==> src/rtl/sd_block_sequencer_if.sv <==
// Register-window and byte-wide memory bus between the block sequencer (master)
// and the SD register window / system memory (slave).
interface sd_block_sequencer_if;
  logic [7:0]  reg_addr_o;
  logic [7:0]  reg_data_o;
  logic        reg_wr_n_o;
  logic        reg_cs_o;
  logic [7:0]  reg_data_i;
  logic [15:0] mem_addr_o;
  logic [7:0]  mem_data_o;
  logic [7:0]  mem_data_i;
  logic        mem_req_o;
  logic        mem_we_o;
  logic        mem_ack_i;

  modport master (
    output reg_addr_o, reg_data_o, reg_wr_n_o, reg_cs_o,
    output mem_addr_o, mem_data_o, mem_req_o, mem_we_o,
    input  reg_data_i, mem_data_i, mem_ack_i
  );

  modport slave (
    input  reg_addr_o, reg_data_o, reg_wr_n_o, reg_cs_o,
    input  mem_addr_o, mem_data_o, mem_req_o, mem_we_o,
    output reg_data_i, mem_data_i, mem_ack_i
  );
endinterface

==> src/rtl/sd_block_sequencer.sv <==
// Multi-sector SD transfer engine: programs sector/start registers, polls busy and
// moves each 512-byte sector through the 4x128-byte page window to/from memory.
module sd_block_sequencer #(
  parameter int unsigned BUF_RD_LAT   = 2,
  parameter int unsigned RISE_WAIT    = 64,
  parameter logic [23:0] BUSY_TIMEOUT = 24'hFFFFFF
) (
  input  logic        clk_i,
  input  logic        rst_n_i,
  input  logic        start_i,
  input  logic        dir_i,
  input  logic [31:0] sector_i,
  input  logic [7:0]  count_i,
  input  logic [15:0] mem_base_i,
  output logic        busy_o,
  output logic        done_o,
  output logic [1:0]  err_o,
  output logic [7:0]  sectors_done_o,
  sd_block_sequencer_if.master bus
);

  typedef enum logic [3:0] {
    IDLE, SET_ADDR, START_RD, START_WR, WAIT_RISE, WAIT_FALL, PAGE_R, PAGE_W, NEXT, FINISH
  } state_t;

  // Sub-steps inside the page states: page-register write, buffer read,
  // memory handshake, buffer write (setup then strobe).
  typedef enum logic [2:0] {PH_PGA, PH_PGB, PH_RD, PH_MEM, PH_WA, PH_WB} phase_t;

  state_t      state, state_n;
  phase_t      ph, ph_n;
  logic [23:0] cnt, cnt_n;
  logic [1:0]  page, page_n;
  logic [6:0]  idx, idx_n;
  logic        dir_q, dir_n;
  logic [31:0] sector_q, sector_n;
  logic [7:0]  count_q, count_n;
  logic [15:0] maddr, maddr_n;
  logic [7:0]  dbuf, dbuf_n;
  logic [1:0]  err_q, err_n;
  logic [7:0]  sdone_q, sdone_n;

  logic [7:0]  r_addr, r_data;
  logic        r_cs, r_wr_n, m_req, m_we, adv;

  always_ff @(posedge clk_i or negedge rst_n_i) begin
    if (!rst_n_i) begin
      state    <= IDLE;
      ph       <= PH_PGA;
      cnt      <= '0;
      page     <= '0;
      idx      <= '0;
      dir_q    <= 1'b0;
      sector_q <= '0;
      count_q  <= '0;
      maddr    <= '0;
      dbuf     <= '0;
      err_q    <= '0;
      sdone_q  <= '0;
    end else begin
      state    <= state_n;
      ph       <= ph_n;
      cnt      <= cnt_n;
      page     <= page_n;
      idx      <= idx_n;
      dir_q    <= dir_n;
      sector_q <= sector_n;
      count_q  <= count_n;
      maddr    <= maddr_n;
      dbuf     <= dbuf_n;
      err_q    <= err_n;
      sdone_q  <= sdone_n;
    end
  end

  always_comb begin
    state_n  = state;
    ph_n     = ph;
    cnt_n    = cnt;
    page_n   = page;
    idx_n    = idx;
    dir_n    = dir_q;
    sector_n = sector_q;
    count_n  = count_q;
    maddr_n  = maddr;
    dbuf_n   = dbuf;
    err_n    = err_q;
    sdone_n  = sdone_q;
    r_addr   = 8'h00;
    r_data   = 8'h00;
    r_cs     = 1'b0;
    r_wr_n   = 1'b1;
    m_req    = 1'b0;
    m_we     = 1'b0;
    adv      = 1'b0;

    unique case (state)
      IDLE: if (start_i) begin
        dir_n    = dir_i;
        sector_n = sector_i;
        count_n  = count_i;
        maddr_n  = mem_base_i;
        sdone_n  = '0;
        err_n    = 2'd0;
        cnt_n    = '0;
        ph_n     = PH_PGA;
        page_n   = '0;
        idx_n    = '0;
        if (count_i == 8'd0) begin
          err_n   = 2'd1;
          state_n = FINISH;
        end else begin
          state_n = dir_i ? PAGE_W : SET_ADDR;
        end
      end

      // Even cnt = setup cycle, odd cnt = strobe cycle; LSB byte first.
      SET_ADDR: begin
        r_addr = {6'd0, cnt[2:1]};
        r_data = sector_q[{cnt[2:1], 3'b000} +: 8];
        r_cs   = cnt[0];
        r_wr_n = ~cnt[0];
        cnt_n  = cnt + 24'd1;
        if (cnt[2:0] == 3'd7) begin
          cnt_n   = '0;
          state_n = dir_q ? START_WR : START_RD;
        end
      end

      START_RD, START_WR: begin
        r_addr = (state == START_WR) ? 8'h06 : 8'h05;
        r_cs   = cnt[0];
        r_wr_n = ~cnt[0];
        cnt_n  = cnt + 24'd1;
        if (cnt[0]) begin
          cnt_n   = '0;
          state_n = WAIT_RISE;
        end
      end

      // Status address is held for the whole poll, so from the second cycle on
      // reg_data_i always reflects the status register.
      WAIT_RISE: begin
        r_addr = 8'h04;
        r_cs   = 1'b1;
        cnt_n  = cnt + 24'd1;
        if (cnt != '0 && bus.reg_data_i[0]) begin
          cnt_n   = '0;
          state_n = WAIT_FALL;
        end else if (cnt >= 24'(RISE_WAIT)) begin
          err_n   = 2'd2;
          state_n = FINISH;
        end
      end

      WAIT_FALL: begin
        r_addr = 8'h04;
        r_cs   = 1'b1;
        cnt_n  = cnt + 24'd1;
        if (cnt != '0 && !bus.reg_data_i[0]) begin
          cnt_n   = '0;
          ph_n    = PH_PGA;
          page_n  = '0;
          idx_n   = '0;
          state_n = dir_q ? NEXT : PAGE_R;
        end else if (cnt >= BUSY_TIMEOUT) begin
          err_n   = 2'd3;
          state_n = FINISH;
        end
      end

      PAGE_R, PAGE_W: begin
        unique case (ph)
          PH_PGA: begin
            r_addr = 8'h07;
            r_data = {6'd0, page};
            ph_n   = PH_PGB;
          end
          PH_PGB: begin
            r_addr = 8'h07;
            r_data = {6'd0, page};
            r_cs   = 1'b1;
            r_wr_n = 1'b0;
            cnt_n  = '0;
            ph_n   = (state == PAGE_R) ? PH_RD : PH_MEM;
          end
          PH_RD: begin
            r_addr = {1'b1, idx};
            r_cs   = 1'b1;
            cnt_n  = cnt + 24'd1;
            if (cnt == 24'(BUF_RD_LAT)) begin
              dbuf_n = bus.reg_data_i;
              ph_n   = PH_MEM;
            end
          end
          PH_MEM: begin
            m_req = 1'b1;
            m_we  = (state == PAGE_R);
            if (bus.mem_ack_i) begin
              maddr_n = maddr + 16'd1;
              if (state == PAGE_R) begin
                adv = 1'b1;
              end else begin
                dbuf_n = bus.mem_data_i;
                ph_n   = PH_WA;
              end
            end
          end
          PH_WA: begin
            r_addr = {1'b1, idx};
            r_data = dbuf;
            ph_n   = PH_WB;
          end
          PH_WB: begin
            r_addr = {1'b1, idx};
            r_data = dbuf;
            r_cs   = 1'b1;
            r_wr_n = 1'b0;
            adv    = 1'b1;
          end
          default: ph_n = PH_PGA;
        endcase
        // idx and page wrap naturally to 0 at the end of a page / sector.
        if (adv) begin
          cnt_n = '0;
          idx_n = idx + 7'd1;
          ph_n  = (state == PAGE_R) ? PH_RD : PH_MEM;
          if (&idx) begin
            page_n = page + 2'd1;
            ph_n   = PH_PGA;
            if (&page) state_n = (state == PAGE_R) ? NEXT : SET_ADDR;
          end
        end
      end

      NEXT: begin
        sdone_n  = sdone_q + 8'd1;
        sector_n = sector_q + 32'd1;
        cnt_n    = '0;
        ph_n     = PH_PGA;
        page_n   = '0;
        idx_n    = '0;
        if (sdone_q + 8'd1 == count_q) state_n = FINISH;
        else                           state_n = dir_q ? PAGE_W : SET_ADDR;
      end

      FINISH: state_n = IDLE;

      default: state_n = IDLE;
    endcase
  end

  assign busy_o          = (state != IDLE);
  assign done_o          = (state == FINISH);
  assign err_o           = err_q;
  assign sectors_done_o  = sdone_q;

  assign bus.reg_addr_o  = r_addr;
  assign bus.reg_data_o  = r_data;
  assign bus.reg_cs_o    = r_cs;
  assign bus.reg_wr_n_o  = r_wr_n;
  assign bus.mem_addr_o  = maddr;
  assign bus.mem_data_o  = dbuf;
  assign bus.mem_req_o   = m_req;
  assign bus.mem_we_o    = m_we;

endmodule

==> src/flat_wrapper.sv <==
// flat-port wrapper written by rule: the top's interface ports become plain ports
module sd_block_sequencer_flat 
#(
  parameter int unsigned BUF_RD_LAT   = 2,
  parameter int unsigned RISE_WAIT    = 64,
  parameter logic [23:0] BUSY_TIMEOUT = 24'hFFFFFF
)
  (clk_i, rst_n_i, start_i, dir_i, sector_i, count_i, mem_base_i, busy_o, done_o, err_o, sectors_done_o, bus_reg_addr_o, bus_reg_data_o, bus_reg_wr_n_o, bus_reg_cs_o, bus_mem_addr_o, bus_mem_data_o, bus_mem_req_o, bus_mem_we_o, bus_reg_data_i, bus_mem_data_i, bus_mem_ack_i);
  sd_block_sequencer_if bus_i ();
  input  logic clk_i;
  input  logic rst_n_i;
  input  logic start_i;
  input  logic dir_i;
  input  logic [31:0] sector_i;
  input  logic [7:0] count_i;
  input  logic [15:0] mem_base_i;
  output logic busy_o;
  output logic done_o;
  output logic [1:0] err_o;
  output logic [7:0] sectors_done_o;
  output wire logic [$bits(bus_i.reg_addr_o)-1:0] bus_reg_addr_o;
  output wire logic [$bits(bus_i.reg_data_o)-1:0] bus_reg_data_o;
  output wire logic [$bits(bus_i.reg_wr_n_o)-1:0] bus_reg_wr_n_o;
  output wire logic [$bits(bus_i.reg_cs_o)-1:0] bus_reg_cs_o;
  output wire logic [$bits(bus_i.mem_addr_o)-1:0] bus_mem_addr_o;
  output wire logic [$bits(bus_i.mem_data_o)-1:0] bus_mem_data_o;
  output wire logic [$bits(bus_i.mem_req_o)-1:0] bus_mem_req_o;
  output wire logic [$bits(bus_i.mem_we_o)-1:0] bus_mem_we_o;
  input wire logic [$bits(bus_i.reg_data_i)-1:0] bus_reg_data_i;
  input wire logic [$bits(bus_i.mem_data_i)-1:0] bus_mem_data_i;
  input wire logic [$bits(bus_i.mem_ack_i)-1:0] bus_mem_ack_i;
  assign bus_reg_addr_o = bus_i.reg_addr_o;
  assign bus_reg_data_o = bus_i.reg_data_o;
  assign bus_reg_wr_n_o = bus_i.reg_wr_n_o;
  assign bus_reg_cs_o = bus_i.reg_cs_o;
  assign bus_mem_addr_o = bus_i.mem_addr_o;
  assign bus_mem_data_o = bus_i.mem_data_o;
  assign bus_mem_req_o = bus_i.mem_req_o;
  assign bus_mem_we_o = bus_i.mem_we_o;
  assign bus_i.reg_data_i = bus_reg_data_i;
  assign bus_i.mem_data_i = bus_mem_data_i;
  assign bus_i.mem_ack_i = bus_mem_ack_i;
  sd_block_sequencer #(.BUF_RD_LAT(BUF_RD_LAT), .RISE_WAIT(RISE_WAIT), .BUSY_TIMEOUT(BUSY_TIMEOUT)) u_core (.clk_i(clk_i), .rst_n_i(rst_n_i), .start_i(start_i), .dir_i(dir_i), .sector_i(sector_i), .count_i(count_i), .mem_base_i(mem_base_i), .busy_o(busy_o), .done_o(done_o), .err_o(err_o), .sectors_done_o(sectors_done_o), .bus(bus_i));
endmodule
==> config.mk <==
export PLATFORM = sky130hd
export DESIGN_NAME = sd_block_sequencer_flat
export DESIGN_NICKNAME = d
export VERILOG_FILES = /design/src/rtl/sd_block_sequencer_if.sv /design/src/rtl/sd_block_sequencer.sv /design/src/flat_wrapper.sv
export SDC_FILE = /design/constraint.sdc
export NUM_CORES = 1
export LEC_CHECK = 0
export CORE_AREA = 2 2 117 119
export CTS_CLUSTER_SIZE = 28
export DETAILED_ROUTE_END_ITERATION = 16
export DIE_AREA = 0 0 119 121
export GPL_TIMING_DRIVEN = 0
export MAX_ROUTING_LAYER = met4
export PLACE_DENSITY = 0.85
export SLEW_MARGIN = 25
export SYNTH_ARGS = -nofsm -noshare
export SYNTH_HDL_FRONTEND = slang
export SYNTH_SLANG_ARGS = --single-unit
==> constraint.sdc <==
create_clock -name clk_i -period 7.1 [get_ports clk_i]
set_clock_uncertainty 0.1 [all_clocks]
set_input_delay 1.065 -clock clk_i [delete_from_list [all_inputs] [get_ports clk_i]]
set_output_delay 1.065 -clock clk_i [all_outputs]
set_load 0.01 [all_outputs]
Word level (Yosys, flattened, before mapping):

Cells that the tools add are included.

* word-level logic and storage cells: 178
* register bits after elaboration: 115
* input bits: 77
* output and inout bits: 56

* shift operators: 1
* $lt $le $gt $ge: 2
* mux-type cells: 81
* reductions and logical operators: 35
* equality and inequality tests: 40
* bitwise operators: 1
* add/subtract/negate cells: 6

Operator list (number)
* $pmux 24 s7: 1
* $mux 24: 6
* $pmux 8 s2: 5
* $pmux 32 s2: 1
* $mux 4: 14
* $mux 16: 3
* $pmux 24 s2: 1
* $add 32x1->32 const B: 1
* $mux 32: 1
* $mux 8: 4
* $pmux 16 s2: 1
* $pmux 8 s4: 1
* $shiftx 32x6->8: 1
* $pmux 4 s7: 1
* $pmux 7 s4: 1
* $mux 3: 9
* $add 24x1->24 const B: 1
* $eq 24x2->1 const B: 1
* $ge 24x24->1 const B: 1
* $ge 24x7->1 const B: 1
* $reduce_bool 24->1: 1
* $mux 7: 3
* $mux 2: 10
* $ne 2x1->1 const B: 9
* other kinds (44): 88

Logic depth before layout (Yosys ltp):

Gate-level depths: netlist of the first run.

* word-level depth: 7
* mapped depth: 9
* mapped depth without buffers: 8

Least setup slack after synthesis of the first run:

Ideal clock, no wire load.

* path kind: flip-flop to output port
* start: reg u_core.cnt[1]
* end: out bus_reg_data_o[3]
* path slack: 4274 ps
* required time: 5935 ps
* cell stages (with the launch flop): 4
* arrival time: 1661 ps
* path buffers: 1
* path through: dfrtp_1 > buf_1 > mux4_2 > a22o_1

* longest elaborated chain between the ends: 2

RTL lines
* start, declared: line sd_block_sequencer.sv:32 `logic [23:0] cnt, cnt_n;`
* start signal, assigned: line sd_block_sequencer.sv:63 `cnt <= cnt_n;`
* $shiftx 32x6->8: line sd_block_sequencer.sv:120 `r_data = sector_q[{cnt[2:1], 3'b000} +: 8];`
* $pmux 8 s2: line sd_block_sequencer.sv:97 `unique case (state)`
* end, declared: line flat_wrapper.sv:22 `output wire logic [$bits(bus_i.reg_data_o)-1:0] bus_reg_data_o;`

No other way between the ends.

Worst setup path after layout of the first run:

* start: reg u_core.state[3]
* end: out bus_reg_addr_o[6]

* longest elaborated chain between the ends: 3
* elaborated cells between the ends (all ways): 11
* classes of those cells: eq/ne: 7; mux: 1; reduce/logical: 3

RTL lines
* start, declared: line sd_block_sequencer.sv:30 `state_t state, state_n;`
* start signal, assigned: line sd_block_sequencer.sv:61 `state <= state_n;`
* $eq 4x3->1 / $eq 4x2->1 (equally long branches): line sd_block_sequencer.sv:97
* $reduce_or 2->1 (on tied branches)
* $pmux 8 s4 *: line sd_block_sequencer.sv:97
* end, declared: line flat_wrapper.sv:21 `output wire logic [$bits(bus_i.reg_addr_o)-1:0] bus_reg_addr_o;`

Mark *: on every way between the ends. The rest lies on a longest branch, timed or not.

==> results of run 1 <==
## cell type report
cell class,instances,area [um^2],area share
multi-input combinational,699,4260,0.444
sequential,115,2880,0.300
timing repair buffer,132,1340,0.140
clock buffer,21,450,0.0469
tap,176,220,0.0229
buffer,49,218,0.0227
clock inverter,10,158,0.0164
inverter,19,71.3,0.00743
## through the flow
| step | hold WS (ns) | area (um^2) | utilization | power [W] |
|---|---|---|---|---|
| 5_1_grt | 0.438 | 9600 | 0.734 | 0.00407 |
| 4_1_cts | 0.414 | 9600 | 0.734 | 0.00381 |
| 6_report | 0.411 | 9600 | 0.734 | 0.00385 |
| 2_1_floorplan | 0.357 | 7430 | - | 0.00220 |
| 3_5_place_dp | 0.394 | 8990 | 0.687 | 0.00288 |
| 3_3_place_gp | 0.380 | 8960 | 0.685 | 0.00284 |
## critical path: stages (launching register included)
cell,delay [ns]
dfrtp_1,0.39
nand3b_1,0.35
nor3b_1,0.84
or2_2,0.30
and2_1,0.14
clkdlybuf4s50_1,0.52
## cells in the final DEF (no fill, tap or decap), types with 10 or more instances in the layout
| cell | netlist | final |
|---|---|---|
| and2_1 | 10 | 10 |
| nand2_1 | 120 | 120 |
| nor3_1 | 31 | 31 |
| xnor2_1 | 15 | 15 |
| nand4_1 | 11 | 11 |
| inv_1 | 19 | 19 |
| and3_1 | 19 | 19 |
| or3_1 | 11 | 11 |
| a21oi_1 | 45 | 45 |
| o22ai_1 | 12 | 12 |
| a31oi_1 | 11 | 11 |
| nor4_1 | 14 | 14 |
| a211oi_1 | 13 | 13 |
| clkbuf_1 | 26 | 29 |
| nor2_1 | 96 | 96 |
| clkdlybuf4s50_1 | 0 | 130 |
| clkbuf_16 | 0 | 17 |
| nand3_1 | 41 | 41 |
| mux2i_1 | 14 | 14 |
| o21ai_0 | 61 | 61 |
| dfrtp_1 | 115 | 115 |
| a22o_1 | 10 | 10 |
| o211ai_1 | 12 | 12 |
| buf_2 | 14 | 14 |
## per-layer routing
| metal | vias to the layer above | wire length, um | global-route usage |
|---|---|---|---|
| met3 | 91 | 2320 | 0.0700 |
| met1 | 3741 | 9200 | 0.433 |
| met4 | 0 | 690 | 0.138 |
| met5 | - | 0 | - |
| met2 | 504 | 11100 | 0.525 |
| li1 | 3564 | - | - |
## flip-flops by register name, indices dropped and copies added (netlist names), 2 cells and up
register / cells
u_core.bus.mem_addr_o: 16
u_core.bus.mem_data_o: 8
u_core.cnt: 24
u_core.count_q: 8
u_core.err_o: 2
u_core.idx: 7
u_core.page: 2
u_core.ph: 3
u_core.sector_q: 32
u_core.sectors_done_o: 8
u_core.state: 4
## where the power goes
group	switching, W	internal [W]
clock	0.000311	0.000592
sequential	0.000284	0.000874
combinational	0.00101	0.000775
## cells by family (layout without fill, tap and decap cells)
family	after synthesis	count (layout)	synth area share
and+or+nand+nor	405	405	0.269
AOI/OAI and AO/OA	239	239	0.215
DFF	115	115	0.387
buffers and inverters	68	231	0.0389
muxes	24	24	0.0461
xor gates and xnor gates	22	22	0.0278
adders and majority gates	9	9	0.0152
## how the worst max path moves through the flow
stage                         start                  endpoint  slack, ns  cells past startpoint
CTS                 u_core.state[3]         bus_reg_addr_o[6]       3.00                      5
global placement            rst_n_i  u_core.bus.mem_addr_o[5]       0.30                      1
finish              u_core.state[3]         bus_reg_addr_o[6]       2.98                      5
detailed placement    bus_mem_ack_i           u_core.state[2]       3.31                      7
floorplan             u_core.cnt[1]         bus_reg_data_o[3]       4.27                      3
global route        u_core.state[2]         bus_reg_addr_o[6]       2.85                      5
==> flow_metrics.tcl, run 1 <==
set metrics [dict create \
    ios 133 \
    syn_area_per_cell_um2 8.42 \
    cts-root-buf "clkbuf_16" \
    ant_nets 0 \
    synth_top_area_share 0.387 \
    postCtsSetupRepairBufs 0 \
    synth_most_common_cell "nand2_1" \
    layout.nets 1119 \
    wire_per_inst_um 19.1 \
    synth_edf_count 0 \
    post-dp-hpwl_um 16200 \
    num_rows 42 \
    drc 0 \
    cts_made_buffers 17 \
    drv_slew 0 \
    reg2reg_to "u_core.page[0]" \
    status "finished, final reports clean" \
    fin_crit_sh 0.581 \
    cts_hold_buf 0 \
    clkLatencyLatePin_ns 0.42 \
    synth-warning-count 0 \
    r2r_slack_ns 3.76 \
    grt_max_degree 66 \
    setup_tns_ns 0 \
    p_per_area_nw_per_um2 401 \
    overflow 0 \
    placedCellCount 1190 \
    fill_cells 979 \
    die-width_um 119 \
    first_global_vias 7249 \
    synth_commonest_cells "nand2_1, dfrtp_1, nor2_1, o21ai_0, a21oi_1" \
    holdPathEnd "u_core.count_q[6]" \
    slew_headroom 0.385 \
    synthArstFlopShare 1.00 \
    first_pass_iters 5 \
    setup_viol 0 \
    p_leak_nw 3.88 \
    worst_setup_path_end_kind "output port" \
    crit_path_max_fanout 7 \
    ys_seq_elements 115 \
    crit_path_start_kind "register" \
    setup_ws_ns 2.98 \
    synth_area_leader_cell "dfrtp_1" \
    synth_area_leaders "dfrtp_1, nand2_1, nor2_1" \
    fmax_mhz 242 \
    stdcell_count 1221 \
    layout-drive-gt1-share 0.0785 \
    coreArea_um2 13100 \
    grt_use_total 0.337 \
    syn_nets 968 \
    ys_seq_area_frac 0.387 \
    peakVddDrop_mv 0.241 \
    reg2reg_depth 8 \
    syn_to_final_growth_pct 29.2 \
    clk_path_buf_depth 2 \
    via_count 7900 \
    hold_class "reg2reg" \
    initial_utilization 0.568 \
    clock-sinks 115 \
    numPortBuffers 131 \
    clk_pin_slew_ns 0.06 \
    arrival_ns 2.96 \
    pre_cts_slack_ns 3.31 \
    vias_per_cell 6.47 \
    grt_setup_unrepaired "no" \
    num_antenna_cells 0 \
    drt-initial-drc-count 896 \
    dieArea_um2 14400 \
    tightest_slew_ns 0.921 \
    cts_tree "built" \
    grt_pass1_wl_um 37300 \
    cts_resized 0 \
    synth_ff_type "dfrtp_1" \
    min_from "u_core.count_q[6]" \
    globalplace.congestion 0.955 \
    synthCells 882 \
    antenna_found_initial 0 \
    regToRegStartpoint "u_core.cnt[1]" \
    maxCapViolCount 0 \
    syn_area_um2 7430 \
    h-tree-depth 4 \
    die_y_um 121 \
    wirelength_um 23300 \
    finalHoldViolCount 0 \
    whs_path_depth 2 \
    fin_crit_ns 4.12 \
    worstPathRequired_ns 5.93 \
    ys_types 82 \
    criticalPathCategory "reg2out" \
]
Note: power is estimated with default switching activity, not from simulation.
==> inputs of run 2 (changes only) <==
- CORE_AREA: 2 2 117 119 -> 2 2 121 123
- DIE_AREA: 0 0 119 121 -> 0 0 123 125
- PLACE_DENSITY: 0.85 -> 0.8
- clock period: 7.1 -> 4.2 ns (I/O delays scaled with it)
==> flow_metrics.tcl, run 2 (synthesis gave the netlist of run 1 again) <==
set metrics [dict create \
    initial_utilization 0.523 \
    via_count 7616 \
    timing.critical_path.cells "buf_1 -> mux4_2 -> a22o_1 -> clkdlybuf4s50_1" \
    largest_register_ffs 32 \
    ios 133 \
    crit_path_max_fanout 10 \
    cts-root-buf "clkbuf_16" \
    slew_headroom 0.403 \
    final_common_cell "clkdlybuf4s50_1" \
    drc 0 \
    layout-drive-gt1-share 0.0794 \
    criticalPathCategory "reg2out" \
    r2r_slack_ns 0.94 \
    drv_slew 0 \
    overflow 0 \
    die_y_um 125 \
    finalHoldViolCount 0 \
    grt_pass1_wl_um 35200 \
    largest-register "u_core.sector_q" \
    numPortBuffers 131 \
    post-dp-hpwl_um 16100 \
    peakVddDrop_mv 0.411 \
    coreArea_um2 14200 \
    wire_per_inst_um 18.1 \
    p_per_area_nw_per_um2 675 \
    hold_class "in2async" \
    tightest_slew_ns 0.893 \
    drt-initial-drc-count 571 \
    cp_slowest_cell "buf_1" \
    num_rows 44 \
    num_antenna_cells 0 \
    crit_path_start_kind "register" \
    cts_tree "built" \
    grt_setup_unrepaired "no" \
    final_cell_mix "clkdlybuf4s50_1, nand2_1, dfrtp_1, nor2_1, o21ai_0" \
    syn_to_final_growth_pct 29.7 \
    fin_crit_ns 3.66 \
    dieArea_um2 15400 \
    cts_made_buffers 17 \
    cts_hold_buf 0 \
    grt_use_total 0.301 \
    worst-path-buf-inv 2 \
    h-tree-depth 4 \
    worstPathRequired_ns 3.47 \
    clk_pin_slew_ns 0.05 \
    fmax_mhz 273 \
    worst_setup_path_end_kind "output port" \
    ant_nets 0 \
    status "finished, final reports clean" \
    arrival_ns 2.93 \
    postCtsSetupRepairBufs 0 \
    post_dp_cell_area_um2 9000 \
    wirelength_um 22200 \
    die-width_um 123 \
    layout.nets 1119 \
    vias_per_cell 6.20 \
    grt_max_degree 69 \
    clk_path_buf_depth 2 \
    first_global_vias 7023 \
    p_leak_nw 3.89 \
    setup_viol 0 \
    fill_cells 1159 \
    clock-sinks 115 \
    maxCapViolCount 0 \
    setup_tns_ns 0 \
    antenna_found_initial 0 \
    globalplace.congestion 0.971 \
    clkLatencyLatePin_ns 0.43 \
    fin_crit_sh 0.871 \
    first_pass_iters 5 \
    stdcell_area_um2 9630 \
    max_stage_delay_ns 0.65 \
    path_delay_family "buffers and inverters" \
    cts_resized 0 \
]
==> run 2: stage by stage <==
stage / setup slack, ns / std cells / util / power (W) / hold slack (ns)
floorplan: 1.65 / 882 / - / 0.00372 / 0.234
global placement: -2.19 / 1197 / 0.632 / 0.00481 / 0.380
detailed placement: 0.839 / 1198 / 0.634 / 0.00486 / 0.387
CTS: 0.522 / 1229 / 0.678 / 0.00646 / 0.0103
global route: 0.388 / 1229 / 0.678 / 0.00689 / 0.0283
finish: 0.543 / 1229 / 0.678 / 0.00650 / 0.00118
==> run 2: final timing paths <==
path	start	to	cells past startpoint
max in group asynchronous	rst_n_i	u_core.bus.mem_addr_o[13]	2
worst max-delay path	u_core.cnt[1]	bus_reg_data_o[4]	4
worst min register to register	u_core.count_q[1]	u_core.count_q[1]	2
worst min-delay path	rst_n_i	u_core.count_q[4]	1
worst max register to register	u_core.cnt[1]	u_core.page[0]	8
min in group clk_i	u_core.count_q[1]	u_core.count_q[1]	2
==> run 2: worst reg2reg max path: stages, from the launching register on <==
cell,delay [ns]
dfrtp_1,0.51
buf_1,0.65
inv_1,0.11
ha_1,0.23
and4_1,0.19
a21oi_1,0.53
o21ai_2,0.19
nor2b_1,0.27
mux2_2,0.36
==> run 2: report_power, final <==
part	total (W)	leakage, nW	switching, W	internal (W)
sequential	0.00194	1.46	0.000462	0.00148
clock	0.00158	0.313	0.000518	0.00106
combinational	0.00298	2.12	0.00168	0.00131
total	0.00650	3.89	0.00265	0.00385
==> run 2: final cells by class <==
type | count | area [um^2] | area share
Buffer | 49 | 218 | 0.0226
Clock buffer | 20 | 447 | 0.0464
Clock inverter | 11 | 184 | 0.0191
Inverter | 19 | 71.3 | 0.00740
Multi-Input combinational cell | 699 | 4260 | 0.442
Sequential cell | 115 | 2880 | 0.299
Tap cell | 184 | 230 | 0.0239
Timing Repair Buffer | 132 | 1340 | 0.139
==> run 2: layer usage <==
layer | up-vias | share of wire | track usage
met2 | 365 | 0.46 | 0.464
met4 | 0 | 0.025 | 0.112
met5 | - | 0 | -
met3 | 54 | 0.077 | 0.0557
li1 | 3568 | - | -
met1 | 3629 | 0.43 | 0.396
